## config.mk

```make
export PLATFORM = sky130hd
export DESIGN_NAME = dot_field_flat
export DESIGN_NICKNAME = d
export VERILOG_FILES = /design/src/rtl/dot_field_if.sv /design/src/rtl/dot_field.sv /design/src/flat_wrapper.sv
export SDC_FILE = /design/constraint.sdc
export NUM_CORES = 1
export LEC_CHECK = 0
export ABC_AREA = 1
export CORE_AREA = 5 5 277 279
export CTS_CLUSTER_SIZE = 28
export DETAILED_ROUTE_END_ITERATION = 10
export DIE_AREA = 0 0 282 284
export MAX_ROUTING_LAYER = met4
export REMOVE_ABC_BUFFERS = 1
export SLEW_MARGIN = 40
export SYNTH_ARGS = -nofsm -noshare
export SYNTH_HDL_FRONTEND = slang
export SYNTH_SLANG_ARGS = --single-unit
```

## constraint.sdc

```tcl
create_clock -name Clk -period 6.3 [get_ports Clk]
set_input_delay 0.63 -clock Clk [delete_from_list [all_inputs] [get_ports Clk]]
set_output_delay 0.63 -clock Clk [all_outputs]
set_load 0.01 [all_outputs]
```

## src/rtl/dot_field_if.sv

```systemverilog
// Bundle of the dot_field play-side signals: frame strobe, player position,
// dot layout and level restart in; eaten map, score and status flags out.
interface dot_field_if #(
  parameter int NUM_DOTS = 32,
  parameter int COORD_W  = 10,
  parameter int SCORE_W  = 16
);
  localparam int CNT_W = $clog2(NUM_DOTS + 1);

  logic                frame_tick;
  logic [COORD_W-1:0]  pX;
  logic [COORD_W-1:0]  pY;
  logic [COORD_W-1:0]  dX [0:NUM_DOTS-1];
  logic [COORD_W-1:0]  dY [0:NUM_DOTS-1];
  logic                restart;

  logic [NUM_DOTS-1:0] eaten;
  logic [CNT_W-1:0]    dots_remaining;
  logic [SCORE_W-1:0]  score;
  logic                eat_pulse;
  logic                power_pulse;
  logic                power_active;
  logic                busy;
  logic                level_clear;

  modport master (
    output frame_tick, pX, pY, dX, dY, restart,
    input  eaten, dots_remaining, score, eat_pulse, power_pulse,
           power_active, busy, level_clear
  );

  modport slave (
    input  frame_tick, pX, pY, dX, dY, restart,
    output eaten, dots_remaining, score, eat_pulse, power_pulse,
           power_active, busy, level_clear
  );
endinterface

```

## src/rtl/dot_field.sv

```systemverilog
// Dot-eating tracker: each frame scans every dot once against the latched
// player position, scoring hits, arming the power timer and flagging level clear.
module dot_field #(
  parameter int                  NUM_DOTS     = 32,
  parameter int                  COORD_W      = 10,
  parameter int                  HIT_TOL      = 0,
  parameter logic [NUM_DOTS-1:0] POWER_MASK   = '0,
  parameter int                  DOT_POINTS   = 10,
  parameter int                  POWER_POINTS = 50,
  parameter int                  POWER_TICKS  = 600,
  parameter int                  SCORE_W      = 16
) (
  input  logic Clk,
  input  logic Reset,
  dot_field_if.slave bus
);

  localparam int IDX_W = $clog2(NUM_DOTS);
  localparam int CNT_W = $clog2(NUM_DOTS + 1);
  localparam int TMR_W = (POWER_TICKS > 0) ? $clog2(POWER_TICKS + 1) : 1;

  localparam logic [IDX_W-1:0]   LAST_IDX  = IDX_W'(NUM_DOTS - 1);
  localparam logic [CNT_W-1:0]   FULL_CNT  = CNT_W'(NUM_DOTS);
  localparam logic [TMR_W-1:0]   TICKS_LD  = TMR_W'(POWER_TICKS);
  localparam logic [COORD_W:0]   TOL       = (COORD_W + 1)'(HIT_TOL);
  // Point values wider than the score register are clamped to full scale
  localparam logic [SCORE_W-1:0] DOT_PTS   = ((DOT_POINTS >> SCORE_W) != 0) ? '1 : SCORE_W'(DOT_POINTS);
  localparam logic [SCORE_W-1:0] PWR_PTS   = ((POWER_POINTS >> SCORE_W) != 0) ? '1 : SCORE_W'(POWER_POINTS);

  typedef enum logic [1:0] {IDLE, SCAN, CLEAR} state_t;

  state_t              state_q, state_d;
  logic [IDX_W-1:0]    idx_q, idx_d;
  logic [COORD_W-1:0]  plx_q, plx_d;
  logic [COORD_W-1:0]  ply_q, ply_d;
  logic [NUM_DOTS-1:0] eaten_q, eaten_d;
  logic [CNT_W-1:0]    remain_q, remain_d;
  logic [SCORE_W-1:0]  score_q, score_d;
  logic [TMR_W-1:0]    timer_q, timer_d;
  logic                eat_pulse_q, eat_pulse_d;
  logic                power_pulse_q, power_pulse_d;

  logic [COORD_W:0]    diff_x, diff_y, mag_x, mag_y;
  logic [SCORE_W-1:0]  pts;
  logic                hit, is_power;

  // Differences carry one extra bit so a far-apart pair never aliases to near
  always_comb begin
    diff_x   = {1'b0, bus.dX[idx_q]} - {1'b0, plx_q};
    diff_y   = {1'b0, bus.dY[idx_q]} - {1'b0, ply_q};
    mag_x    = diff_x[COORD_W] ? (~diff_x + 1'b1) : diff_x;
    mag_y    = diff_y[COORD_W] ? (~diff_y + 1'b1) : diff_y;
    is_power = POWER_MASK[idx_q];
    pts      = is_power ? PWR_PTS : DOT_PTS;
    hit      = (state_q == SCAN) && !eaten_q[idx_q] && (mag_x <= TOL) && (mag_y <= TOL);
  end

  always_comb begin
    state_d       = state_q;
    idx_d         = idx_q;
    plx_d         = plx_q;
    ply_d         = ply_q;
    eaten_d       = eaten_q;
    remain_d      = remain_q;
    score_d       = score_q;
    timer_d       = timer_q;
    eat_pulse_d   = 1'b0;
    power_pulse_d = 1'b0;

    if (bus.frame_tick && (timer_q != '0)) begin
      timer_d = timer_q - 1'b1;
    end

    if (bus.restart) begin
      state_d  = IDLE;
      idx_d    = '0;
      eaten_d  = '0;
      remain_d = FULL_CNT;
      timer_d  = '0;
    end else begin
      case (state_q)
        IDLE: begin
          if (bus.frame_tick) begin
            plx_d   = bus.pX;
            ply_d   = bus.pY;
            idx_d   = '0;
            state_d = SCAN;
          end
        end
        SCAN: begin
          if (hit) begin
            eaten_d[idx_q] = 1'b1;
            remain_d       = remain_q - 1'b1;
            score_d        = (pts > ~score_q) ? '1 : score_q + pts;
            eat_pulse_d    = 1'b1;
            if (is_power) begin
              power_pulse_d = 1'b1;
              timer_d       = TICKS_LD;
            end
          end
          if (idx_q == LAST_IDX) begin
            idx_d   = '0;
            state_d = (remain_d == '0) ? CLEAR : IDLE;
          end else begin
            idx_d = idx_q + 1'b1;
          end
        end
        CLEAR: begin
          state_d = CLEAR;
        end
        default: state_d = IDLE;
      endcase
    end
  end

  always_ff @(posedge Clk) begin
    if (Reset) begin
      state_q       <= IDLE;
      idx_q         <= '0;
      plx_q         <= '0;
      ply_q         <= '0;
      eaten_q       <= '0;
      remain_q      <= FULL_CNT;
      score_q       <= '0;
      timer_q       <= '0;
      eat_pulse_q   <= 1'b0;
      power_pulse_q <= 1'b0;
    end else begin
      state_q       <= state_d;
      idx_q         <= idx_d;
      plx_q         <= plx_d;
      ply_q         <= ply_d;
      eaten_q       <= eaten_d;
      remain_q      <= remain_d;
      score_q       <= score_d;
      timer_q       <= timer_d;
      eat_pulse_q   <= eat_pulse_d;
      power_pulse_q <= power_pulse_d;
    end
  end

  assign bus.eaten          = eaten_q;
  assign bus.dots_remaining = remain_q;
  assign bus.score          = score_q;
  assign bus.eat_pulse      = eat_pulse_q;
  assign bus.power_pulse    = power_pulse_q;
  assign bus.power_active   = (timer_q != '0);
  assign bus.busy           = (state_q == SCAN);
  assign bus.level_clear    = (state_q == CLEAR);

endmodule
```

## src/flat_wrapper.sv

```systemverilog
// flat-port wrapper written by rule: the top's interface ports become plain ports
module dot_field_flat 
#(
  parameter int                  NUM_DOTS     = 32,
  parameter int                  COORD_W      = 10,
  parameter int                  HIT_TOL      = 0,
  parameter logic [NUM_DOTS-1:0] POWER_MASK   = '0,
  parameter int                  DOT_POINTS   = 10,
  parameter int                  POWER_POINTS = 50,
  parameter int                  POWER_TICKS  = 600,
  parameter int                  SCORE_W      = 16
)
  (Clk, Reset, bus_frame_tick, bus_pX, bus_pY, bus_dX, bus_dY, bus_restart, bus_eaten, bus_dots_remaining, bus_score, bus_eat_pulse, bus_power_pulse, bus_power_active, bus_busy, bus_level_clear);
  dot_field_if #(.NUM_DOTS(NUM_DOTS), .COORD_W(COORD_W), .SCORE_W(SCORE_W)) bus_i ();
  input  logic Clk;
  input  logic Reset;
  input wire logic [$bits(bus_i.frame_tick)-1:0] bus_frame_tick;
  input wire logic [$bits(bus_i.pX)-1:0] bus_pX;
  input wire logic [$bits(bus_i.pY)-1:0] bus_pY;
  input wire logic [$bits(bus_i.dX)-1:0] bus_dX;
  input wire logic [$bits(bus_i.dY)-1:0] bus_dY;
  input wire logic [$bits(bus_i.restart)-1:0] bus_restart;
  output wire logic [$bits(bus_i.eaten)-1:0] bus_eaten;
  output wire logic [$bits(bus_i.dots_remaining)-1:0] bus_dots_remaining;
  output wire logic [$bits(bus_i.score)-1:0] bus_score;
  output wire logic [$bits(bus_i.eat_pulse)-1:0] bus_eat_pulse;
  output wire logic [$bits(bus_i.power_pulse)-1:0] bus_power_pulse;
  output wire logic [$bits(bus_i.power_active)-1:0] bus_power_active;
  output wire logic [$bits(bus_i.busy)-1:0] bus_busy;
  output wire logic [$bits(bus_i.level_clear)-1:0] bus_level_clear;
  assign bus_i.frame_tick = bus_frame_tick;
  assign bus_i.pX = bus_pX;
  assign bus_i.pY = bus_pY;
  assign bus_i.dX = {>>{bus_dX}};
  assign bus_i.dY = {>>{bus_dY}};
  assign bus_i.restart = bus_restart;
  assign bus_eaten = bus_i.eaten;
  assign bus_dots_remaining = bus_i.dots_remaining;
  assign bus_score = bus_i.score;
  assign bus_eat_pulse = bus_i.eat_pulse;
  assign bus_power_pulse = bus_i.power_pulse;
  assign bus_power_active = bus_i.power_active;
  assign bus_busy = bus_i.busy;
  assign bus_level_clear = bus_i.level_clear;
  dot_field #(.NUM_DOTS(NUM_DOTS), .COORD_W(COORD_W), .HIT_TOL(HIT_TOL), .POWER_MASK(POWER_MASK), .DOT_POINTS(DOT_POINTS), .POWER_POINTS(POWER_POINTS), .POWER_TICKS(POWER_TICKS), .SCORE_W(SCORE_W)) u_core (.Clk(Clk), .Reset(Reset), .bus(bus_i));
endmodule
```

==> implementation parameters <==
Parameter                              Value

Pwr
  Switching share of power    0.349
  Portion of total power attributed to the clock network    0.236
  Maximum vdd ir drop    102 uV
  P per Cell Area    122 mW/mm^2
  Static leakage    0.00768 uW
  Internal Dissipation    1570 uW
  Sequential share of power    0.265
  Logic gate share of total power    0.498
  Reported net switching power    843 uW

STA
  Final cycle utilization of the critical path    0.859
  Final critical-path setup slack    0.888 ns
  Worst hold slack after final layout    0.451 ns
  Hold Violations, Final    0
  Achievable Freq    185 MHz
  Worst slew margin relative to its limit    0.465
  Final clock skew    0.0215 ns
  Final-layout setup total negative slack    0 ns
  Setup-violating endpoint count in the final report    0
  Final critical-path required period    5.41 ns
  Max Slew Vio Count    0
  Setup repair after global routing missed its margin    false
  Actual transition at the worst max-transition pin    0.800 ns

Cells and area
  Fraction of final layout cells with drive strength greater than 1    0.0379
  Nets    3333
  Layout overhead on the synthesized area    76.9%

CTS
  CTS sink cnt    92
  Number of buffers on the longest clock path    2
  Number of clock buffers inserted by TritonCTS    9
  Cts hold-fix bufs    0
  Later-pin clock latency in the skew report    0.36 ns
  Count of buffers added by post-CTS timing repair for setup    0
  TritonCTS clock tree    built
  Clock-pin slew reported for the worst setup and hold paths after clock tree synthesis    0.08 ns
  Post-cts gate resize count    0
  Number of levels the H-tree was split into    3
  Root buffer cell    sky130_fd_sc_hd__clkbuf_16

Yosys
  Ys async rst share    0
  Post-synth design cell area    0.0112 mm^2
  Area contributors post-synth    sky130_fd_sc_hd__dfxtp_1, sky130_fd_sc_hd__o21ai_0, sky130_fd_sc_hd__nor2_1
  Mean post-synth cell area    5.53 um^2
  Cell variety after synth    43
  Most used flip-flop cell after synthesis    sky130_fd_sc_hd__dfxtp_1
  Synthesized flop and latch total    92
  Post-synth EDFFs    0
  Sequential cell area fraction in the yosys report    0.165
  Number of warnings printed during yosys synthesis    0
  Cells after synthesis    2018
  Largest area contributor in the synthesized netlist    sky130_fd_sc_hd__dfxtp_1
  Synth top area share    0.165

Global route
  Via count of the first global-routing pass    16014
  First-pass GRT wire length    105000 um
  Initial antenna violation count    14
  Largest net degree at the start of global routing    133
  GRT met2 Usage    0.299
  Met1 capacity usage during global routing    0.230
  Global routing's busiest layer    met2
  Met3 capacity usage during global routing    0.0255
  Aggregate global routing overflow    0
  Overall fraction of global-route tracks in use    0.179

Job
  Count of maximum capacitance violations    0

Critical path
  Crit start category    flop
  First element of the critical path    u_core.idx_q[0]
  Start of the worst register-to-register path    u_core.idx_q[0]
  Data required time at the worst endpoint    6.55 ns
  Kind of end point of the critical path    flop
  WP data arrival    5.66 ns
  Worst-case reg-to-reg path depth    27
  Type of the worst setup path    flop to flop
  Slowest-stage cell, CP    sky130_fd_sc_hd__dfxtp_4
  Cell mode on critical path    sky130_fd_sc_hd__nand2_1
  Capture point of the critical path    u_core.bus.score[7]
  Peak fanout along the critical path    90
  Register-to-register setup slack    0.89 ns
  Reg-to-reg endpoint    u_core.bus.score[7]
  Maximum cell stage delay along the critical path    0.64 ns

Drt
  ANT nets after route    0
  Detailed router's first-iteration violation count    1224
  TritonRoute pass-1 iters    5
  DRC viols    0
  Routed vias    16662
  Total detailed-routing wirelength    74900 um
  Average routed wire per standard cell    20.7 um
  Via density    4.60

Die
  Effective utilization at floorplan    0.151
  Cell Rows    100
  Vertical die dimension    284 um
  I/O Pins    723
  Overall die width    282 um
  Core box area    0.0739 mm^2
  Die outline area    0.0801 mm^2

Placement
  Setup slack after placement    0.779 ns
  Routability-driven placement congestion ratio    0.909
  HPWL Detailed    60600 um
  Port buffer count    721

Hold path
  Min-Delay Path Class    flop to flop

Status
  Status    completed
## worst min-delay path by stage
| stage | slack [ns] | depth (start not counted) | endpoint | start |
|---|---|---|---|---|
| after floorplan | 0.44 | 2 | u_core.plx_q[2] | u_core.plx_q[2] |
| after global placement | 0.44 | 2 | u_core.bus.score[0] | u_core.bus.score[0] |
| after detailed placement | 0.44 | 2 | u_core.bus.score[0] | u_core.bus.score[0] |
| after CTS | 0.45 | 2 | u_core.bus.score[0] | u_core.bus.score[0] |
| after global routing | 0.48 | 2 | u_core.plx_q[9] | u_core.plx_q[9] |
| final | 0.45 | 2 | u_core.bus.score[0] | u_core.bus.score[0] |
## layout make-up
cell class | count | area [um^2]
antenna | 9 | 22.5
clock inverter | 3 | 45.0
sequential | 92 | 1850
timing repair buffer | 759 | 7590
fill | 8276 | 54200
inverter | 172 | 656
tap | 969 | 1210
clock buffer | 12 | 256
multi-input combinational | 1604 | 8110
## critical path, delay by kind of cell (launching register included)
kind	cells	cell delay, ns
and+or+nand+nor	16	2.14
AOI/OAI and AO/OA	5	1.15
buffers and inverters	4	0.66
DFF	1	0.64
adders and majority gates	1	0.39
xor gates and xnor gates	1	0.22
## registers in the layout, summed over array words and instances (netlist names)
name / count
u_core.bus.eaten: 32
u_core.plx_q: 10
u_core.bus.score: 16
u_core.timer_q: 10
u_core.ply_q: 10
u_core.bus.eat_pulse: 1
u_core.state_q: 2
u_core.idx_q: 5
u_core.bus.dots_remaining: 6
## Yosys cell counts (2+ instances only)
master                     count
sky130_fd_sc_hd__nor2_1      392
sky130_fd_sc_hd__o21ai_0     361
sky130_fd_sc_hd__nand2_1     299
sky130_fd_sc_hd__inv_1       160
sky130_fd_sc_hd__o22ai_1     160
sky130_fd_sc_hd__clkbuf_1    132
sky130_fd_sc_hd__nand3_1     104
sky130_fd_sc_hd__dfxtp_1      92
sky130_fd_sc_hd__a21oi_1      84
sky130_fd_sc_hd__a22o_1       39
sky130_fd_sc_hd__a221oi_1     38
sky130_fd_sc_hd__ha_1         29
sky130_fd_sc_hd__nor3_1       21
sky130_fd_sc_hd__inv_2        11
sky130_fd_sc_hd__nand4_1      11
sky130_fd_sc_hd__a31oi_1      10
sky130_fd_sc_hd__nor2_2        8
sky130_fd_sc_hd__buf_2         7
sky130_fd_sc_hd__o21ai_1       7
sky130_fd_sc_hd__buf_4         5
sky130_fd_sc_hd__nand2_2       5
sky130_fd_sc_hd__xor2_1        5
sky130_fd_sc_hd__nand3_2       4
sky130_fd_sc_hd__nor3_2        4
sky130_fd_sc_hd__a21oi_2       3
sky130_fd_sc_hd__and3_1        3
sky130_fd_sc_hd__clkbuf_2      3
sky130_fd_sc_hd__nand3b_1      3
sky130_fd_sc_hd__buf_6         2
sky130_fd_sc_hd__fa_1          2
sky130_fd_sc_hd__o211ai_1      2
## metrics by stage
stage / area (um^2) / utilization / instances / power (uW)
after floorplan: 10600 / - / 1868 / 1230
after global placement: 19400 / 0.262 / 3595 / 1860
after detailed placement: 19400 / 0.263 / 3596 / 1860
after CTS: 19700 / 0.267 / 3611 / 2440
after global routing: 19700 / 0.267 / 3618 / 2590
final: 19700 / 0.267 / 3620 / 2420
## layer usage
layer / vias up / share of wire
li1: 8200 / -
met1: 7728 / 0.43
met2: 676 / 0.48
met3: 58 / 0.064
met4: 0 / 0.023
met5: - / 0
## power by group through the flow
stage	Combinational, uW	Clock, uW	Sequential, uW
detailed placement	1210	0	654
global route	1340	607	646
floorplan	567	0	658
finish	1200	571	641
CTS	1210	586	641
global placement	1200	0	654
## cell families after synthesis
kind of cell,after synthesis,synth area share
and+or+nand+nor,861,0.319
AOI/OAI and AO/OA,706,0.364
buffers and inverters,322,0.112
DFF,92,0.165
adders and majority gates,31,0.0361
xor gates and xnor gates,5,0.00392
other,1,0.000336
## layout by cell type (no fill, tap or decap), types with 3 or more instances in the layout
cell                              Yosys  final
sky130_fd_sc_hd__nand2_2              5      5
sky130_fd_sc_hd__diode_2              0      9
sky130_fd_sc_hd__a22o_1              39     39
sky130_fd_sc_hd__nand3_1            104    104
sky130_fd_sc_hd__and3_1               3      3
sky130_fd_sc_hd__buf_12               0      7
sky130_fd_sc_hd__inv_2               11     12
sky130_fd_sc_hd__xor2_1               5      5
sky130_fd_sc_hd__nand2_1            299    299
sky130_fd_sc_hd__ha_1                29     29
sky130_fd_sc_hd__dfxtp_1             92     90
sky130_fd_sc_hd__a21oi_2              3      3
sky130_fd_sc_hd__o21ai_0            361    360
sky130_fd_sc_hd__buf_4                5     30
sky130_fd_sc_hd__nand3b_1             3      3
sky130_fd_sc_hd__clkbuf_16            0      9
sky130_fd_sc_hd__a221oi_1            38     38
sky130_fd_sc_hd__nor2_2               8      8
sky130_fd_sc_hd__nor2_1             392    392
sky130_fd_sc_hd__o22ai_1            160    160
sky130_fd_sc_hd__clkdlybuf4s50_1      0    721
sky130_fd_sc_hd__a31oi_1             10     10
sky130_fd_sc_hd__nor3_2               4      4
sky130_fd_sc_hd__nor3_4               0      4
sky130_fd_sc_hd__nand3_2              4      4
sky130_fd_sc_hd__inv_1              160    157
sky130_fd_sc_hd__a21oi_1             84     84
sky130_fd_sc_hd__o21ai_1              7      8
sky130_fd_sc_hd__nor3_1              21     17
sky130_fd_sc_hd__nand4_1             11     11
Note: power is estimated with default switching activity, not from simulation.
